[src/rtl/random_delay_timer_pkg.sv]
// Shared definitions for random_delay_timer: FSM state encoding, default
// parameter values and the random-number-to-delay conversion.
package random_delay_timer_pkg;

  typedef enum logic [1:0] {
    StIdle  = 2'd0,
    StCount = 2'd1,
    StDone  = 2'd2
  } state_e;

  localparam int unsigned DefTickDiv   = 50000;
  localparam int unsigned DefBaseTicks = 500;
  localparam int unsigned DefStepTicks = 100;
  localparam int unsigned DefCntW      = 12;

  // Wait length in ticks for a given 4-bit random value.
  function automatic int unsigned calc_delay(int unsigned base, int unsigned step,
                                             logic [3:0] rnd);
    return base + 32'(rnd) * step;
  endfunction

endpackage

[src/rtl/tick_prescaler.sv]
// Divides the clock into ticks: counts 0..TICK_DIV-1 while enabled and
// flags the wrap cycle with a one-cycle tick.
module tick_prescaler #(
  parameter int unsigned TICK_DIV = 4
) (
  input  logic clock,
  input  logic reset,
  input  logic clear,
  input  logic enable,
  output logic tick
);

  localparam int unsigned PW = (TICK_DIV > 1) ? $clog2(TICK_DIV) : 1;
  localparam logic [PW-1:0] Last = PW'(TICK_DIV - 1);

  logic [PW-1:0] cnt_q;

  assign tick = enable && !clear && (cnt_q == Last);

  always_ff @(posedge clock or negedge reset) begin
    if (!reset) begin
      cnt_q <= '0;
    end else if (clear) begin
      cnt_q <= '0;
    end else if (enable) begin
      cnt_q <= tick ? '0 : cnt_q + PW'(1);
    end
  end

endmodule

[src/rtl/random_delay_timer.sv]
// Pseudo-random wait timer: samples a 4-bit random value on start, waits
// BASE_TICKS + value*STEP_TICKS ticks and then pulses timeUp for one cycle.
module random_delay_timer
  import random_delay_timer_pkg::*;
#(
  parameter int unsigned TICK_DIV   = DefTickDiv,
  parameter int unsigned BASE_TICKS = DefBaseTicks,
  parameter int unsigned STEP_TICKS = DefStepTicks,
  parameter int unsigned CNT_W      = DefCntW
) (
  input  logic       clock,
  input  logic       reset,
  input  logic       start,
  input  logic       cancel,
  input  logic [3:0] randomNumber,
  output logic       busy,
  output logic       timeUp,
  output logic [3:0] capturedValue
);

  state_e           state_q;
  logic [CNT_W-1:0] cnt_q;
  logic             busy_q;
  logic             time_up_q;
  logic [3:0]       captured_q;
  logic             tick;
  logic             pre_clear;
  logic             pre_enable;

  // Prescaler only runs while counting; it is held clear everywhere else,
  // so a freshly accepted start always begins from a zero phase.
  assign pre_enable = (state_q == StCount);
  assign pre_clear  = (state_q != StCount) || cancel;

  tick_prescaler #(
    .TICK_DIV(TICK_DIV)
  ) u_tick_prescaler (
    .clock (clock),
    .reset (reset),
    .clear (pre_clear),
    .enable(pre_enable),
    .tick  (tick)
  );

  always_ff @(posedge clock or negedge reset) begin
    if (!reset) begin
      state_q    <= StIdle;
      cnt_q      <= '0;
      busy_q     <= 1'b0;
      time_up_q  <= 1'b0;
      captured_q <= '0;
    end else begin
      time_up_q <= 1'b0;
      case (state_q)
        StCount: begin
          if (cancel) begin
            state_q <= StIdle;
            cnt_q   <= '0;
            busy_q  <= 1'b0;
          end else if (cnt_q == '0) begin
            // Zero-length delay: expire on the first edge, no prescaling.
            state_q   <= StDone;
            time_up_q <= 1'b1;
          end else if (tick) begin
            cnt_q <= cnt_q - CNT_W'(1);
            if (cnt_q == CNT_W'(1)) begin
              state_q   <= StDone;
              time_up_q <= 1'b1;
            end
          end
        end
        StDone: begin
          state_q <= StIdle;
          busy_q  <= 1'b0;
        end
        default: begin
          // Idle; the unused encoding also lands here.
          state_q <= StIdle;
          if (start && !cancel) begin
            state_q    <= StCount;
            captured_q <= randomNumber;
            cnt_q      <= CNT_W'(calc_delay(BASE_TICKS, STEP_TICKS, randomNumber));
            busy_q     <= 1'b1;
          end
        end
      endcase
    end
  end

  assign busy          = busy_q;
  assign timeUp        = time_up_q;
  assign capturedValue = captured_q;

endmodule
[config.mk]
export PLATFORM = sky130hd
export DESIGN_NAME = random_delay_timer
export DESIGN_NICKNAME = d
export VERILOG_FILES = /design/src/rtl/random_delay_timer_pkg.sv /design/src/rtl/tick_prescaler.sv /design/src/rtl/random_delay_timer.sv
export SDC_FILE = /design/constraint.sdc
export NUM_CORES = 1
export LEC_CHECK = 0
export ABC_CLOCK_PERIOD_IN_PS = 3900
export CAP_MARGIN = 20
export CORE_ASPECT_RATIO = 0.8
export CORE_MARGIN = 3
export CORE_UTILIZATION = 35
export CTS_BUF_LIST = sky130_fd_sc_hd__clkbuf_8 sky130_fd_sc_hd__clkbuf_16
export CTS_CLUSTER_SIZE = 8
export DETAILED_ROUTE_END_ITERATION = 8
export PLACE_DENSITY = 0.58
export SYNTH_ARGS = -nofsm -noshare
export SYNTH_HDL_FRONTEND = slang
export SYNTH_HIERARCHICAL = 1
export SYNTH_SLANG_ARGS = --single-unit
[constraint.sdc]
create_clock -name clock -period 3.9 [get_ports clock]
set_clock_uncertainty 0.1 [all_clocks]
set_input_delay 0.585 -clock clock [delete_from_list [all_inputs] [get_ports clock]]
set_output_delay 0.585 -clock clock [all_outputs]
set_load 0.03 [all_outputs]
[Word level (Yosys, flattened, before mapping)]
Cells that the tools add are included.
Widths: inputs -> output; s select.
Storage, ports and cells
  input port bits: 8
  logic and storage cells: 59
  register bits after elaboration: 36
Cells by class
  equal/unequal tests: 10
  reduce and logical (&&, ||, !) cells: 15
  add/sub/neg operators: 3
  multipliers: 1
  bitwise gates (word level): 2
  multiplexer cells: 22
Operators by type and width (count)
  $mux 12: 4
  $mux 16: 3
  $pmux 12 s2: 1
  $add 16x1->16 const B: 1
  $eq 16x16->1 const B: 1
  $add 9x11->12 const A: 1
  $eq 12x1->1 const B: 1
  $logic_not 12->1: 1
  $sub 12x1->12 const B: 1
  $mul 4x5->9 const B: 1
  $mux 1: 8
  $mux 2: 4
  $ne 4x4->1 const B: 2
  $ne 3x3->1 const B: 2
  $reduce_and 2->1: 3
  $pmux 2 s2: 1
  $reduce_and 4->1: 1
  $reduce_bool 2->1: 2
  $logic_and 1x1->1: 3
  $reduce_bool 3->1: 1
  $eq 2x1->1 const B: 1
  $eq 2x2->1 const B: 1
  $logic_not 1->1: 2
  $ne 2x1->1 const B: 1
  other kinds (5): 6

[Longest topological paths before layout]
  depth in word-level cells: 9
  depth in mapped cells: 15

[By module]
The synthesis kept the hierarchy.
By module, submodules not included
  random_delay_timer: cells each 158, times used 1, area an instance 1506.4 µm²
  tick_prescaler: cells each 108, times used 1, area an instance 987.2 µm²

[Least setup slack after synthesis]
Ideal clock, no wire load.
  path type: reg2reg
  start: reg state_q[1]
  end: reg cnt_q[3] (netlist name)
  setup time: 0.121 ns
  path slack: 0.887 ns
  stages on the path, launching flop included: 15
  clock period less this slack: 3.013 ns
  data arrival time: 2.792 ns
  required time: 3.679 ns
  cell sequence: dfrtp_1 -> inv_1 -> ha_1 -> buf_6 -> nand2b_1 -> clkbuf_1 -> buf_1 -> nand2b_1 -> clkbuf_1 -> nor2_1 -> nor2_1 -> o31a_4 -> a21oi_4 -> o21ai_1 -> a22o_1
RTL lines
  from (decl): RTL line random_delay_timer.sv:21  | state_e state_q;
  from (signal assigned): RTL line random_delay_timer.sv:47  | state_q <= StIdle;
  from (signal assigned): RTL line random_delay_timer.sv:57  | state_q <= StIdle;
  from (signal assigned): RTL line random_delay_timer.sv:62  | state_q <= StDone;

==> flow_metrics.env <==
export IMPL_status="finished clean"
export IMPL_tns_ns=0
export IMPL_port_buffers=13
export IMPL_power_density_mw_per_mm2=376
export IMPL_synth_area_mux_share_pct=2.21
export IMPL_max_stage_delay_ns=0.62
export IMPL_synth_xor_area_share_pct=3.51
export IMPL_via_count=2042
export IMPL_hold_path_class="primary input to asynchronous set/reset pin"
export IMPL_syn_nets=290
export IMPL_synth_area_mm2=0.00249
export IMPL_holdWs_ns=0.285
export IMPL_placeableCoreArea_mm2=0.00664
export IMPL_grt_pass1_vias=2011
export IMPL_finalNetCount=305
export IMPL_cts_tree="yes"
export IMPL_dieArea_mm2=0.00818
export IMPL_path_class="primary input to flop"
export IMPL_place_gp_congestion=0.843
export IMPL_synth_edf_count=0
export IMPL_r2r_start="u_tick_prescaler/cnt_q[0]"
export IMPL_grt_overflow_total=0
export IMPL_synth_seq_cells=36
export IMPL_area_growth_pct=11.6
export IMPL_max_slew_margin_pct=45.8
export IMPL_worstPathRequired_ns=3.98
export IMPL_rows=26
export IMPL_tightest_slew_ns=0.813
export IMPL_grt_max_degree=37
export IMPL_netlist_top_cells_area="dfrtp_1, ha_1, nor2_1, nand2_1, o21ai_0"
export IMPL_seq_area_um2=901
export IMPL_yosys_warnings=6
export IMPL_insertion_delay_ns=0.29
export IMPL_ys_types=60
export IMPL_grt_first_pass_wirelength_mm=9.94
export IMPL_die_w_um=100
export IMPL_cap_violations=0
export IMPL_wl_per_cell_um=15.2
export IMPL_cp_top_family="buffers and inverters"
export IMPL_yosys_area_share_adder_pct=8.33
export IMPL_rr_worst_depth=9
export IMPL_cts_sinks=36
export IMPL_synth_most_common_cell="dfrtp_1"
export IMPL_worstPathArrival_ns=3.24
export IMPL_fin_cells=366
export IMPL_fmax_mhz=317
export IMPL_cpMaxStageDelayCell="clkdlybuf4s50_1"
export IMPL_post_cts_repair_setup_buffers=0
export IMPL_initial_core_util_pct=37.6
export IMPL_endpoint_kind="flop"
export IMPL_syn_instance_count=266
export IMPL_cts_buffers=5
export IMPL_dieHeight_um=81.5
export IMPL_drtAntennaViolNets=0
export IMPL_setup_viol=0
export IMPL_synth_compound_area_share_pct=19.3
export IMPL_stdcell_area_mm2=0.00278
export IMPL_crit_top_cell="inv_1"
export IMPL_synth_flop_cell="dfrtp_1"
export IMPL_antenna_cells=0
export IMPL_track_usage_pct=15.0
export IMPL_report_power_total_mw=1.05
export IMPL_path_cells="clkdlybuf4s50_1 > inv_1 > ha_1 > inv_1 > fa_1 > nor4_1 > nor2b_1 > xor2_1 > o32ai_1 > a21bo_1"
export IMPL_yosysSeqAreaShare_pct=36.1
export IMPL_antenna_found_initial=0
export IMPL_placed_area_mm2=0.00269
export IMPL_critPathMaxFanout=7
export IMPL_drt_iter0_drc=155
export IMPL_max_clock_path_buffers=2
export IMPL_cts_hold_buf=0
export IMPL_routed_via_density=5.58
export IMPL_drive_gt1_share_pct=8.87
export IMPL_fillers=668
export IMPL_multiInputGateArea_mm2=0.00149
export IMPL_synthTopCellsByCount="dfrtp_1, nor2_1, nand2_1"
export IMPL_route_detailed_drc=0
export IMPL_vdd_ir_drop_worst_mv=0.201
export IMPL_synth_simple_area_share_pct=26.4
export IMPL_worst_path_buf_inv=3
export IMPL_cts_root_buf="clkbuf_8"
export IMPL_drt_pass1_iter_count=4
export IMPL_fin_crit_sh_pct=80.9
export IMPL_cts_htree_levels=2
export IMPL_synth_area_leader_cell="dfrtp_1"
export IMPL_avgSynthCellArea_um2=9.37
export IMPL_clkSlewWorstSetupHoldPaths_ns=0.07
export IMPL_post_dp_hpwl_mm=4.11
export IMPL_synth_top_area_share_pct=36.1
export IMPL_fin_crit_ns=3.16
export IMPL_postCtsResizedCells=0
export IMPL_hold_viol=0
export IMPL_rsz0062_at_grt="no"
export IMPL_boundaryPins=14
export IMPL_placed_cells=358
export IMPL_final_max_slew_viol_count=0
export IMPL_async_flop_share_pct=100
export IMPL_r2r_setup_slack_ns=0.96
export IMPL_drt_total_wl_mm=5.57
export IMPL_reg2reg_to="cnt_q[3]"
export IMPL_crit_path_start_kind="primary input"
export IMPL_leakagePower_nw=1.15
export IMPL_synth_top_family_by_area="simple AND/OR/NAND/NOR gates"
[power by group]
| part | total, mW | internal [mW] | switching [mW] |
|---|---|---|---|
| Combinational | 0.305 | 0.135 | 0.170 |
| Sequential | 0.466 | 0.416 | 0.0498 |
| Clock | 0.274 | 0.139 | 0.135 |
[how the worst max path moves through the flow]
stage | slack [ns] | endpoint | startpoint | cells after the start
after floorplan | 0.89 | cnt_q[3] | state_q[1] | 14
after global placement | 0.50 | cnt_q[8] | randomNumber[2] | 10
after detailed placement | 0.42 | cnt_q[8] | randomNumber[2] | 10
after CTS | 0.72 | cnt_q[8] | randomNumber[2] | 10
after global routing | 0.53 | cnt_q[8] | randomNumber[2] | 10
final | 0.74 | cnt_q[8] | randomNumber[2] | 10
[kinds of logic after synthesis]
group,after synthesis
buffers and inverters,21
adders and majority gates,16
AOI/OAI and AO/OA,68
muxes,5
DFF,36
xor gates and xnor gates,10
and+or+nand+nor,110
[routing by layer]
layer  up-vias  share of wire, %  GRT usage [%]
met4         0              0.88           3.10
met1       948                52           23.1
met2        64                40           21.4
met3         4               6.8           3.31
li1       1026                 -              -
met5         -                 0              0
[per-stage QoR]
step	utilization, %	setup WS [ns]
CTS	41.9	0.719
global route	41.9	0.528
finish	41.9	0.744
global placement	40.6	0.497
detailed placement	40.6	0.418
floorplan	-	0.887
[final cells by class]
type,instances,share of cell area (%)
Tap cell,84,3.78
Clock inverter,2,0.270
Sequential cell,36,32.4
Clock buffer,6,2.97
Timing Repair Buffer,16,5.31
Inverter,13,1.75
Multi-Input combinational cell,209,53.6
[sequential cells by signal, summed over array words and instances, names as in the netlist]
| name | flops |
|---|---|
| u_tick_prescaler/cnt_q | 16 |
| busy | 1 |
| timeUp | 1 |
| cnt_q | 12 |
| capturedValue | 4 |
| state_q | 2 |
[cells in the final DEF (no fill, tap or decap), types with 9 or more instances in the layout]
cell	instances
nand3_1	10
inv_1	15
nand2_1	20
dfrtp_1	36
nor2_1	21
o21ai_0	12
ha_1	15
clkdlybuf4s50_1	12
o21ai_1	9
(Power assumes the default switching activity.)
